$ cat src/rtl/ucie_sb_serializer.sv
// ucie_sb_serializer: UCIe sideband TX serializer.
// Takes one PKT_W-bit packet per valid/ready handshake, shifts it out LSB
// first on SBTX_DATA with a gated SBTX_CLK (1 UI = 2 clk cycles), then holds
// both pins low for 2*GAP_UI clk cycles before accepting the next packet.
// Optional feature macro: UCIE_SB_SER_PKT_CNT_EN adds a 16-bit wrapping
// count of fully sent packets on output pkt_cnt.
module ucie_sb_serializer #(
    parameter int unsigned PKT_W  = 64,
    parameter int unsigned GAP_UI = 32
) (
    input  logic             clk,
    input  logic             reset_n,
    input  logic [PKT_W-1:0] pkt_data,
    input  logic             pkt_valid,
    output logic             pkt_ready,
    output logic             SBTX_CLK,
    output logic             SBTX_DATA,
    output logic             busy
`ifdef UCIE_SB_SER_PKT_CNT_EN
    ,
    output logic [15:0]      pkt_cnt
`endif
);

    localparam int unsigned BIT_W = $clog2(PKT_W);
    localparam int unsigned GAP_W = $clog2(2 * GAP_UI + 1);

    localparam logic [BIT_W-1:0] LAST_BIT = BIT_W'(PKT_W - 1);
    localparam logic [GAP_W-1:0] LAST_GAP = GAP_W'(2 * GAP_UI - 1);

    localparam logic [1:0] ST_IDLE  = 2'd0;
    localparam logic [1:0] ST_SHIFT = 2'd1;
    localparam logic [1:0] ST_GAP   = 2'd2;

    logic [1:0]       r_state;
    logic [1:0]       w_state_nxt;
    // Bit 0 of the packet goes straight to the pin; the rest wait here.
    logic [PKT_W-2:0] r_sr;
    logic [BIT_W-1:0] r_bit_cnt;
    logic             r_phase;
    logic [GAP_W-1:0] r_gap_cnt;
    logic             r_sbtx_clk;
    logic             r_sbtx_data;

    logic w_shift_done;
    logic w_gap_done;

    assign w_shift_done = (r_state == ST_SHIFT) && r_phase && (r_bit_cnt == LAST_BIT);
    assign w_gap_done   = (r_state == ST_GAP) && (r_gap_cnt == LAST_GAP);

    assign pkt_ready = (r_state == ST_IDLE);
    assign busy      = (r_state == ST_SHIFT) || (r_state == ST_GAP);
    assign SBTX_CLK  = r_sbtx_clk;
    assign SBTX_DATA = r_sbtx_data;

    // State register.
    always_ff @(posedge clk or negedge reset_n) begin
        if (!reset_n) begin
            r_state <= ST_IDLE;
        end else begin
            r_state <= w_state_nxt;
        end
    end

    // Next-state decode.
    always_comb begin
        w_state_nxt = r_state;
        case (r_state)
            ST_IDLE:  if (pkt_valid)    w_state_nxt = ST_SHIFT;
            ST_SHIFT: if (w_shift_done) w_state_nxt = ST_GAP;
            ST_GAP:   if (w_gap_done)   w_state_nxt = ST_IDLE;
            default:                    w_state_nxt = ST_IDLE;
        endcase
    end

    // Shift datapath, UI phase and counters; pins are driven from flops only.
    always_ff @(posedge clk or negedge reset_n) begin
        if (!reset_n) begin
            r_sr        <= '0;
            r_bit_cnt   <= '0;
            r_phase     <= 1'b0;
            r_gap_cnt   <= '0;
            r_sbtx_clk  <= 1'b0;
            r_sbtx_data <= 1'b0;
        end else begin
            case (r_state)
                ST_IDLE: begin
                    if (pkt_valid) begin
                        r_sr        <= pkt_data[PKT_W-1:1];
                        r_sbtx_data <= pkt_data[0];
                        r_sbtx_clk  <= 1'b0;
                        r_bit_cnt   <= '0;
                        r_phase     <= 1'b0;
                        r_gap_cnt   <= '0;
                    end
                end
                ST_SHIFT: begin
                    if (!r_phase) begin
                        r_phase    <= 1'b1;
                        r_sbtx_clk <= 1'b1;
                    end else begin
                        r_phase    <= 1'b0;
                        r_sbtx_clk <= 1'b0;
                        if (r_bit_cnt == LAST_BIT) begin
                            r_sbtx_data <= 1'b0;
                            r_gap_cnt   <= '0;
                        end else begin
                            r_bit_cnt   <= r_bit_cnt + BIT_W'(1);
                            r_sbtx_data <= r_sr[0];
                            r_sr        <= r_sr >> 1;
                        end
                    end
                end
                ST_GAP: begin
                    r_sbtx_clk  <= 1'b0;
                    r_sbtx_data <= 1'b0;
                    r_gap_cnt   <= w_gap_done ? '0 : (r_gap_cnt + GAP_W'(1));
                end
                default: begin
                    r_sbtx_clk  <= 1'b0;
                    r_sbtx_data <= 1'b0;
                end
            endcase
        end
    end

`ifdef UCIE_SB_SER_PKT_CNT_EN
    logic [15:0] r_pkt_cnt;

    assign pkt_cnt = r_pkt_cnt;

    // Count packets whose gap completed; reset-aborted packets never get here.
    always_ff @(posedge clk or negedge reset_n) begin
        if (!reset_n) begin
            r_pkt_cnt <= 16'h0000;
        end else if (w_gap_done) begin
            r_pkt_cnt <= r_pkt_cnt + 16'h0001;
        end
    end
`endif

endmodule

$ cat config.mk
export PLATFORM = sky130hd
export DESIGN_NAME = ucie_sb_serializer
export DESIGN_NICKNAME = d
export VERILOG_FILES = /design/src/rtl/ucie_sb_serializer.sv
export SDC_FILE = /design/constraint.sdc
export NUM_CORES = 1
export LEC_CHECK = 0
export ABC_AREA = 1
export CORE_ASPECT_RATIO = 1.2
export CORE_UTILIZATION = 33
export DETAILED_ROUTE_END_ITERATION = 6
export RECOVER_POWER = 50
export SLEW_MARGIN = 10
export SYNTH_ARGS = -nofsm -noshare
export SYNTH_HDL_FRONTEND = slang
export SYNTH_SLANG_ARGS = --single-unit
$ cat constraint.sdc
create_clock -name clk -period 1.6 [get_ports clk]
set_input_delay 0.16 -clock clk [delete_from_list [all_inputs] [get_ports clk]]
set_output_delay 0.16 -clock clk [all_outputs]
set_load 0.05 [all_outputs]
==> results.sh <==
export IMPL_synth_seq_cells=81
export IMPL_gp_congestion=0.798
export IMPL_period_needed_ps=1590
export IMPL_h_tree_depth=3
export IMPL_dp_cells=635
export IMPL_critical_path_class="flip-flop to flip-flop"
export IMPL_first_pass_iters=4
export IMPL_drt_first_iter_violations=104
export IMPL_reg2reg_to="r_sr[29]"
export IMPL_status="complete, no violations"
export IMPL_avgSynthCellArea_sq_um=9.59
export IMPL_portBuffers=70
export IMPL_grt_pass1_vias=2980
export IMPL_yosysWarnings=0
export IMPL_worstSetupStartpointType="flip-flop"
export IMPL_wl_per_cell_um=14.7
export IMPL_reg2reg_from="r_state[0]"
export IMPL_clock_root_buffer="clkbuf_16"
export IMPL_syn_area_sq_mm=0.00395
export IMPL_setup_tns_ps=0
export IMPL_hold_viol=0
export IMPL_ir_drop_uv=1710
export IMPL_hold_path_depth=3
export IMPL_timing_final_crit_share_pct=99.2
export IMPL_hold_path_class="primary input to flip-flop"
export IMPL_ant_nets=0
export IMPL_grt_overflow=0
export IMPL_hold_slack_ps=411
export IMPL_timing_reg2reg_setup_slack_ps=10
export IMPL_worstHoldStart="pkt_data[63]"
export IMPL_setup_viol=0
export IMPL_fin_skew_ps=7.38
export IMPL_dp_hpwl_mm=5.56
export IMPL_wirelength_mm=9.94
export IMPL_postLayoutCoreUtil_pct=50.5
export IMPL_synth_most_common_cell="nand2_1"
export IMPL_start_util_pct=34.0
export IMPL_slew_headroom_pct=43.4
export IMPL_synth_edff_count=0
export IMPL_syn_num_nets=486
export IMPL_powerDensity_mw_per_mm2=2210
export IMPL_rows=43
export IMPL_remaining_drc_errors=0
export IMPL_p_leak_nw=2.65
export IMPL_grt_usage_pct=13.6
export IMPL_crit_path_end_kind="flip-flop"
export IMPL_cts_max_path_buffers=2
export IMPL_cts_tree="built"
export IMPL_syn_inst=412
export IMPL_antenna_found_initial=0
export IMPL_clock_sinks=81
export IMPL_rr_worst_depth=10
export IMPL_tightestPinTransition_ps=849
export IMPL_clk_pin_slew_worst_paths_ps=60
export IMPL_max_cap_viol_count=0
export IMPL_viasPerCell=4.80
export IMPL_cts_buffers=9
export IMPL_n_antenna_cell=0
export IMPL_ys_types=21
export IMPL_fmax_ghz=0.630
export IMPL_core_area_sq_mm=0.0116
export IMPL_final_max_slew_viol_count=0
export IMPL_grt_max_degree=53
export IMPL_clock_latency_ps=330
export IMPL_synth_top_cell_area_share_pct=51.3
export IMPL_finalPower_mw=12.9
export IMPL_cp_max_fo=7
export IMPL_yosys_area_top_type="dfrtp_1"
export IMPL_syn_to_final_growth_pct=48.5
export IMPL_seq_area_frac_synth_pct=51.3
export IMPL_die_area_sq_mm=0.0124
export IMPL_min_to="r_sr[62]"
export IMPL_required_ps=1820
export IMPL_synthTopCellsByArea="dfrtp_1 51%, mux2i_1 16%, nand2_1 11%"
export IMPL_finalNonFillerCells=677
export IMPL_die_y_um=122
export IMPL_cp_arrival_ps=1800
export IMPL_synth_async_reset_ratio_pct=100
export IMPL_grt_pass1_wl_mm=13.1
export IMPL_synth_common_cells="111 x nand2_1, 81 x dfrtp_1, 64 x o21ai_1"
export IMPL_final_nets=589
export IMPL_boundaryPins=71
export IMPL_drive_above_1_share_pct=22.9
export IMPL_num_vias=3249
export IMPL_rsz0062_at_grt="true"
export IMPL_yosys_most_used_dff="dfrtp_1"
export IMPL_die_w_um=102
[worst max path at each step]
stage                    start            to
floorplan           r_state[0]  r_bit_cnt[0]
global placement     pkt_valid       r_sr[7]
finish              r_state[0]      r_sr[29]
global route        r_state[0]      r_sr[24]
CTS                 r_state[0]      r_sr[29]
detailed placement  r_state[1]  r_gap_cnt[2]
[what timing repair did]
action                     in CTS  in global routing
hold buffers                    1                  0
setup buffers                   0                  7
setup endpoints to repair       1                 71
pin swaps                       0                  3
gates cloned                    0                 18
hold endpoints to repair       31                  0
resized for setup               1                 66
[cell families after synthesis]
group / after synthesis / synth area share (%)
xor+xnor: 2 / 0.444
flops: 81 / 51.3
compound gates: 75 / 9.57
mux: 62 / 15.7
fa+ha+maj: 7 / 2.22
buf+inv: 39 / 5.70
simple gates: 146 / 15.0
[report_power, final]
group	total (mW)	switching [mW]	internal (mW)
clock	2.01	0.807	1.21
sequential	3.52	0.555	2.97
combinational	7.41	3.72	3.69
[critical path, cell delays in order, from the launching register on]
cell,delay (ps)
dfrtp_1,420
inv_2,70
ha_4,190
nand2_4,70
o21ai_4,70
nor2_4,100
buf_12,150
nand2_8,100
clkbuf_16,190
nand2_2,60
o21ai_2,50
[flip-flops by register name (all words and copies together), names as in the netlist]
signal,cells
SBTX_CLK,1
r_gap_cnt,7
SBTX_DATA,1
r_state,2
r_bit_cnt,6
r_phase,1
r_sr,63
[per-stage QoR]
step | setup WS, ps | cell area, sq um
finish | 13.5 | 5860
global placement | 45.9 | 4930
detailed placement | -9.14 | 4930
global route | -58.7 | 5860
CTS | 10.2 | 5230
floorplan | 8.33 | 3970
[cells in the final DEF (no fill, tap or decap), types with 2 or more instances in the layout]
| cell | netlist | routed |
|---|---|---|
| buf_12 | 0 | 9 |
| buf_4 | 1 | 17 |
| buf_6 | 8 | 7 |
| clkbuf_1 | 0 | 2 |
| clkbuf_16 | 0 | 19 |
| clkdlybuf4s50_1 | 0 | 65 |
| clkinv_2 | 0 | 2 |
| dfrtp_1 | 81 | 81 |
| ha_1 | 7 | 5 |
| ha_4 | 0 | 2 |
| inv_1 | 17 | 15 |
| inv_2 | 1 | 3 |
| mux2i_1 | 62 | 62 |
| nand2_1 | 111 | 82 |
| nand2_2 | 1 | 22 |
| nand2_4 | 0 | 8 |
| nand2_8 | 0 | 2 |
| nand3_1 | 17 | 17 |
| nand4_1 | 3 | 3 |
| nor2_1 | 10 | 9 |
| nor2_4 | 0 | 2 |
| o21ai_0 | 10 | 6 |
| o21ai_1 | 64 | 49 |
| o21ai_2 | 0 | 18 |
| xor2_1 | 2 | 2 |
[layout make-up]
cell class                      count  area (sq um)
Timing Repair Buffer              111          1320
Tap cell                          157           196
Clock inverter                      5          56.3
Sequential cell                    81          2030
Multi-Input combinational cell    294          1970
Fill cell                        1087          5760
Inverter                           18          67.6
Clock buffer                       11           233
[metal layers]
| metal | wire [um] | up-vias | global-route usage, % |
|---|---|---|---|
| met1 | 4430 | 1574 | 16.8 |
| li1 | - | 1588 | - |
| met4 | 143 | 0 | 6.16 |
| met5 | 0 | - | 0 |
| met2 | 4990 | 76 | 22.8 |
| met3 | 373 | 11 | 2.58 |
No activity file was read; power rests on OpenSTA's default activity.
